--- config.mk ---
export PLATFORM = sky130hd
export DESIGN_NAME = ts_multi_sensor_sequencer
export DESIGN_NICKNAME = d
export VERILOG_FILES = /design/src/rtl/ts_multi_sensor_sequencer.sv
export SDC_FILE = /design/constraint.sdc
export NUM_CORES = 1
export LEC_CHECK = 0
export CORE_UTILIZATION = 48
export CTS_BUF_LIST = sky130_fd_sc_hd__clkbuf_4 sky130_fd_sc_hd__clkbuf_8
export DETAILED_ROUTE_END_ITERATION = 8
export GPL_TIMING_DRIVEN = 0
export PLACE_DENSITY = 0.8
export SETUP_SLACK_MARGIN = 0.4
export SLEW_MARGIN = 0
export SYNTH_ARGS = -nofsm -noshare
export SYNTH_HDL_FRONTEND = slang
export SYNTH_SLANG_ARGS = --single-unit
--- constraint.sdc ---
create_clock -name PCLK -period 4.7 [get_ports PCLK]
set_input_delay 0.94 -clock PCLK [delete_from_list [all_inputs] [get_ports PCLK]]
set_output_delay 0.94 -clock PCLK [all_outputs]
set_load 0.005 [all_outputs]
--- src/rtl/ts_multi_sensor_sequencer.sv ---
// APB-controlled scanner for N_CH temperature sensors: per-channel sample averaging,
// result registers, hi/lo threshold flags and a maskable interrupt.
`timescale 1ns/1ps
module ts_multi_sensor_sequencer #(
  parameter int N_CH        = 4,
  parameter int DATA_W      = 12,
  parameter int AVG_LOG2    = 2,
  parameter int TIMEOUT_CYC = 1023,
  parameter int ADDR_W      = 12
) (
  input  logic                   PCLK,
  input  logic                   PRESETn,
  input  logic                   PSEL,
  input  logic [ADDR_W-1:0]      PADDR,
  input  logic                   PENABLE,
  input  logic                   PWRITE,
  input  logic [31:0]            PWDATA,
  input  logic [3:0]             PSTRB,
  output logic [31:0]            PRDATA,
  output logic                   PREADY,
  output logic                   PSLVERR,
  output logic [N_CH-1:0]        ts_start,
  input  logic [N_CH-1:0]        ts_rdy,
  input  logic [N_CH*DATA_W-1:0] ts_data,
  output logic                   irq
);

  localparam int ACC_W = DATA_W + AVG_LOG2;
  localparam int CNT_W = AVG_LOG2 + 1;
  localparam int TMO_W = $clog2(TIMEOUT_CYC + 1);
  localparam logic [CNT_W-1:0] LAST_SAMP = CNT_W'((1 << AVG_LOG2) - 1);
  localparam logic [TMO_W-1:0] TMO_LAST  = TMO_W'(TIMEOUT_CYC - 1);

  typedef enum logic [2:0] {IDLE, SELECT, START, WAIT, ACCUM, STORE} state_t;

  state_t              state, state_n;
  logic                ctrl_en, ctrl_cont, first_scan;
  logic [N_CH-1:0]     ch_en;
  logic [24:0]         irq_stat, irq_mask, irq_stat_n, irq_mask_n, irq_set;
  logic [DATA_W-1:0]   thr_hi, thr_lo;
  logic [DATA_W-1:0]   result_avg [N_CH];
  logic [N_CH-1:0]     result_vld;
  logic [2:0]          cur_ch, sel_ch;
  logic                sel_found;
  logic [DATA_W-1:0]   sample_p0;
  logic [ACC_W-1:0]    acc_p1;
  logic [CNT_W-1:0]    samp_cnt;
  logic [TMO_W-1:0]    tmo_cnt;
  logic                rdy_cur;
  logic [DATA_W-1:0]   data_cur, avg_val;
  logic                access, wr_ok, en_eff, go_req;
  logic                wr_ctrl, wr_chen, wr_stat, wr_mask, wr_hi, wr_lo;
  logic                mapped, ro;
  logic [31:0]         widx, rd_data;
  logic                unused_bits;

  function automatic logic [DATA_W-1:0] avg_trunc(input logic [ACC_W-1:0] a);
    return a[ACC_W-1:AVG_LOG2];
  endfunction

  assign unused_bits = ^{PADDR[1:0], PWDATA};

  assign access  = PSEL & PENABLE;
  assign wr_ok   = access & PWRITE & (PSTRB == 4'hF);
  assign widx    = 32'(PADDR[ADDR_W-1:2]);
  assign wr_ctrl = wr_ok && (widx == 32'd0);
  assign wr_chen = wr_ok && (widx == 32'd1);
  assign wr_stat = wr_ok && (widx == 32'd3);
  assign wr_mask = wr_ok && (widx == 32'd4);
  assign wr_hi   = wr_ok && (widx == 32'd5);
  assign wr_lo   = wr_ok && (widx == 32'd6);

  // EN/GO take effect in the cycle of the write so EN|GO in one access starts a scan
  assign en_eff  = wr_ctrl ? PWDATA[0] : ctrl_en;
  assign go_req  = wr_ctrl & PWDATA[2];

  assign irq_mask_n = wr_mask ? PWDATA[24:0] : irq_mask;
  assign irq_stat_n = (irq_stat & ~(wr_stat ? PWDATA[24:0] : 25'd0)) | irq_set;
  assign avg_val    = avg_trunc(acc_p1);
  assign PREADY     = 1'b1;

  always_comb begin
    rd_data = '0;
    mapped  = 1'b1;
    ro      = 1'b0;
    case (widx)
      32'd0: rd_data[1:0] = {ctrl_cont, ctrl_en};
      32'd1: rd_data[N_CH-1:0] = ch_en;
      32'd2: begin
        rd_data[0]          = (state != IDLE);
        rd_data[6:4]        = cur_ch;
        rd_data[8 +: CNT_W] = samp_cnt;
        ro                  = 1'b1;
      end
      32'd3: rd_data[24:0] = irq_stat;
      32'd4: rd_data[24:0] = irq_mask;
      32'd5: rd_data[DATA_W-1:0] = thr_hi;
      32'd6: rd_data[DATA_W-1:0] = thr_lo;
      default: begin
        mapped = 1'b0;
        for (int i = 0; i < N_CH; i++) begin
          if (widx == 32'(8 + i)) begin
            rd_data[31]         = result_vld[i];
            rd_data[DATA_W-1:0] = result_avg[i];
            mapped              = 1'b1;
            ro                  = 1'b1;
          end
        end
      end
    endcase
  end

  assign PRDATA  = (access && !PWRITE) ? rd_data : 32'd0;
  assign PSLVERR = access & (~mapped | (PWRITE & ro));

  always_comb begin
    rdy_cur  = 1'b0;
    data_cur = '0;
    ts_start = '0;
    for (int i = 0; i < N_CH; i++) begin
      if (cur_ch == 3'(i)) begin
        rdy_cur     = ts_rdy[i];
        data_cur    = ts_data[i*DATA_W +: DATA_W];
        ts_start[i] = (state == START);
      end
    end
  end

  // lowest enabled channel above the current one; any enabled channel on a fresh pass
  always_comb begin
    sel_found = 1'b0;
    sel_ch    = '0;
    for (int i = N_CH - 1; i >= 0; i--) begin
      if (ch_en[i] && (first_scan || (3'(i) > cur_ch))) begin
        sel_found = 1'b1;
        sel_ch    = 3'(i);
      end
    end
  end

  always_comb begin
    state_n = state;
    irq_set = '0;
    case (state)
      IDLE:   if (go_req && en_eff && (ch_en != '0)) state_n = SELECT;
      SELECT: begin
        if (sel_found)                     state_n = START;
        else if (ctrl_cont && !first_scan) state_n = SELECT;
        else                               state_n = IDLE;
      end
      START:  state_n = WAIT;
      WAIT: begin
        if (rdy_cur) state_n = ACCUM;
        else if (tmo_cnt == TMO_LAST) begin
          state_n     = SELECT;
          irq_set[24] = 1'b1;
        end
      end
      ACCUM:  state_n = (samp_cnt == LAST_SAMP) ? STORE : START;
      STORE: begin
        state_n = SELECT;
        irq_set = 25'd1 << cur_ch;
        if (avg_val > thr_hi) irq_set = irq_set | (25'd1 << (8 + cur_ch));
        if (avg_val < thr_lo) irq_set = irq_set | (25'd1 << (16 + cur_ch));
      end
      default: state_n = IDLE;
    endcase
    if (!en_eff) state_n = IDLE;
  end

  always_ff @(posedge PCLK or negedge PRESETn) begin
    if (!PRESETn) begin
      state      <= IDLE;
      ctrl_en    <= 1'b0;
      ctrl_cont  <= 1'b0;
      first_scan <= 1'b0;
      ch_en      <= '0;
      irq_stat   <= '0;
      irq_mask   <= '0;
      irq        <= 1'b0;
      thr_hi     <= '0;
      thr_lo     <= '0;
      result_vld <= '0;
      for (int i = 0; i < N_CH; i++) result_avg[i] <= '0;
      cur_ch     <= '0;
      sample_p0  <= '0;
      acc_p1     <= '0;
      samp_cnt   <= '0;
      tmo_cnt    <= '0;
    end else begin
      state    <= state_n;
      ctrl_en  <= en_eff;
      irq_mask <= irq_mask_n;
      irq_stat <= irq_stat_n;
      irq      <= |(irq_stat_n & irq_mask_n);
      if (wr_ctrl) ctrl_cont <= PWDATA[1];
      if (wr_chen) ch_en     <= PWDATA[N_CH-1:0];
      if (wr_hi)   thr_hi    <= PWDATA[DATA_W-1:0];
      if (wr_lo)   thr_lo    <= PWDATA[DATA_W-1:0];
      case (state)
        IDLE: begin
          acc_p1   <= '0;
          samp_cnt <= '0;
          if (state_n == SELECT) first_scan <= 1'b1;
        end
        SELECT: begin
          acc_p1   <= '0;
          samp_cnt <= '0;
          if (sel_found) begin
            cur_ch     <= sel_ch;
            first_scan <= 1'b0;
          end else begin
            first_scan <= 1'b1;
          end
        end
        START: tmo_cnt <= '0;
        // stage 0: capture the sample of the active channel
        WAIT: begin
          tmo_cnt <= tmo_cnt + 1'b1;
          if (rdy_cur) sample_p0 <= data_cur;
        end
        // stage 1: accumulate
        ACCUM: begin
          acc_p1   <= acc_p1 + ACC_W'(sample_p0);
          samp_cnt <= samp_cnt + 1'b1;
        end
        // stage 2: average and commit the result
        STORE: begin
          for (int i = 0; i < N_CH; i++) begin
            if (cur_ch == 3'(i)) begin
              result_avg[i] <= avg_val;
              result_vld[i] <= 1'b1;
            end
          end
        end
        default: ;
      endcase
    end
  end

endmodule
==> flow_summary.ini <==
[run_status]
outcome = finished clean

[route]
routed_wl_um = 29000
dr.pass1.iters = 7
vias = 8361
drtAntennaViolNets = 0
drc = 0
drt-initial-drc-count = 798
wire_per_inst_um = 21.0
via_per_inst = 6.05

[final_layout]
area_growth_pct = 25.3
stdcell_area_um2 = 12200
diodes = 0
fill_cells = 1544
drive_above_1_share = 0.206
multiInputGateArea_um2 = 5100
final_nets = 1249
final-seq-area_um2 = 4450

[yosys]
synth_xor_area_frac = 0.0117
synthAdderAreaFrac = 0.0520
synth_area_per_cell_um2 = 10.5
synth_cells = 930
ys_ff_latch = 178
muxShareOfSynthArea = 0.161
synth_top_family_by_area = multiplexers
post-synth-top-count-cell = dfrtp_1
synth_edf_count = 0
synth_top_area_cell = dfrtp_1
synth_area_um2 = 9770
synth_warnings = 0
yosysSeqAreaShare = 0.456
ys_types = 64
synth_top_area_frac = 0.456
yosys.area_share.simple = 0.130
synth_commonest_cells = dfrtp_1 (178), nand2_1 (124), mux2_2 (98)
async_flop_share = 1.00
yosys-top-cells-area = dfrtp_1 (46%), mux2_2 (11%), ha_1 (5.0%)
synth-compound-area-share = 0.150
ys.flop_type = dfrtp_1

[timing]
finalHoldViolations = 0
fin_crit_sh = 0.920
setup_viol = 0
finalSetupTns_ps = 0
fin_worst_skew_ps = 13.5
maxSlewViolCount = 0
tightest_slew_ps = 1200
rsz0062_at_grt = true
period_minus_slack_ps = 4320
slew_headroom = 0.198
max_freq_mhz = 231

[setup_path]
slowest_delay_ps = 590
path_delay_family = simple AND/OR/NAND/NOR gates
worstPathRequired_ps = 3760
crit_chain = dlygate4sd2_1 -> or4_4 -> or3_4 -> buf_12 -> nor2_4 -> buf_4 -> buf_6 -> buf_4 -> a22oi_1 -> nor2_1 -> dlygate4sd2_1
r2r_cells = 6
start_kind = primary input
crit_arrival_ps = 3380
critical_path_depth = 11
critPathCaptureType = output port
regToRegStartpoint = state[1]
worstReg2RegEnd = result_avg[17]
regToRegSetupSlack_ps = 1530
crit_start = PADDR[8]
endpoint = PRDATA[13]
path_max_fanout = 7
critPathBufInv = 6
path_class = primary input to output port
slowest_stage = or4_4

[cts]
h-tree-depth = 4
cts-hold-fix-buffers = 0
clockBufferDepth = 2
tritoncts = done
cts_root_buffer = clkbuf_8
cts_buffers = 17
cts.sinks = 178
path_clk_slew_ps = 90
clkLatencyLatePin_ps = 490

[floorplanning]
ioPinCount = 144
rows = 51
die_y_um = 145
die-area_um2 = 20900
core_um2 = 19700
start_util = 0.496
fp.dieW_um = 145

[power_and_ir_drop]
clkPwrFrac = 0.388
internal-power_uw = 2120
swShare = 0.244
power_uw = 2800
combPwrFrac = 0.067
p_leak_uw = 0.00580
p_seq_frac = 0.546
ir_drop_v = 0.000173
power.density_nw_per_um2 = 229
power_switching_uw = 683

[grt]
grt.busiest_layer = met2
grt_overflow_total = 0
grtUsageTotal = 0.296
gr-usage-met3 = 0.0589
grt_max_degree = 106
grt_pass1_vias = 8233
antenna_found_initial = 0
grt_pass1_wl_um = 45500
grt_util_met2 = 0.463
use_met1 = 0.390

[placed_design]
hpwl_um = 20800
portBuffers = 127
gp_congestion = 0.965
placed_area_um2 = 11400

[worst_hold_path]
hp-class = primary input to async pin

[job]
cap_violations = 0
==> metrics by stage <==
step	hold slack (ps)	worst slack, ps	utilization	std cells
global route	429	317	0.621	1382
CTS	416	358	0.617	1375
global placement	450	-4590	0.578	1327
finish	400	377	0.621	1382
detailed placement	457	-1290	0.579	1328
floorplan	435	730	-	935
==> layout by cell type, fill, tap and decap left out, types with 7 or more instances in the layout <==
cell	instances
clkdlybuf4s50_1	94
mux2_2	98
o21ai_0	38
buf_6	7
nand3_1	23
a22oi_1	23
dlygate4sd2_1	25
a221oi_1	17
clkbuf_8	25
and3_1	7
a21oi_1	27
nand4_1	8
nand2_1	123
nor2_1	51
a21o_1	16
dfrtp_1	178
buf_4	25
conb_1	7
a22o_1	15
a21boi_0	15
mux4_2	13
nor3_1	8
clkbuf_1	21
nand2b_1	10
a211oi_1	11
mux2i_1	13
xor2_1	9
ha_1	39
inv_1	34
==> power by group through the flow <==
stage / logic, uW / registers (uW) / clock network, uW
final: 187 / 1530 / 1090
after detailed placement: 179 / 1560 / 0
after global placement: 174 / 1560 / 0
after CTS: 184 / 1530 / 1090
after floorplan: 38.1 / 1560 / 0
after global routing: 202 / 1530 / 1160
==> worst reg2reg max path, stage by stage, from the launching register on <==
cell      delay (ps)
dfrtp_1          370
clkbuf_1         180
and3b_1          240
buf_1            240
nor3b_1         1000
clkbuf_1         600
mux2_2           410
==> area by class of cell <==
class | count | share of cell area
Sequential cell | 178 | 0.364
Inverter | 35 | 0.0110
Buffer | 54 | 0.0312
Tap cell | 265 | 0.0271
Clock buffer | 19 | 0.0203
Clock inverter | 13 | 0.0123
Multi-Input combinational cell | 668 | 0.417
Timing Repair Buffer | 150 | 0.118
==> logic make-up after synthesis <==
kind of cell	after synthesis
AND/OR/NAND/NOR	276
flip-flops	178
AO/OA/AOI/OAI	205
buffers and inverters	89
multiplexers	127
XOR/XNOR	13
adder cells (fa/ha/maj)	40
other	2
==> how the worst min path moves through the flow <==
stage                  startpoint       endpoint  cells past startpoint
CTS                       PRESETn     tmo_cnt[6]                      1
finish                    PRESETn     tmo_cnt[6]                      1
floorplan           result_vld[0]  result_vld[0]                      1
global placement    result_vld[3]  result_vld[3]                      1
global route              PRESETn     tmo_cnt[6]                      1
detailed placement  result_vld[2]  result_vld[2]                      1
==> state kept, by name, indices dropped and copies added (netlist names), 2 cells and up <==
name        count
result_avg     48
irq_stat       25
thr_hi         12
irq_mask       25
ch_en           4
cur_ch          2
tmo_cnt        10
result_vld      4
acc_p1         14
samp_cnt        3
sample_p0      12
thr_lo         12
state           3
==> metal layers <==
layer	routed length, um	vias up
met1	11900	4152
met2	13600	397
met4	1150	0
li1	-	3738
met3	2420	74
met5	0	-
==> timing repair <==
action / 4_1_cts / 5_1_grt
setup buffers: 14 / 7
hold endpoints to repair: 0 / 0
pin swaps: 12 / 7
gates cloned: 1 / 0
endpoints found under the setup margin: 28 / 16
resized for setup: 102 / 24
Note: power is estimated with default switching activity, not from simulation.
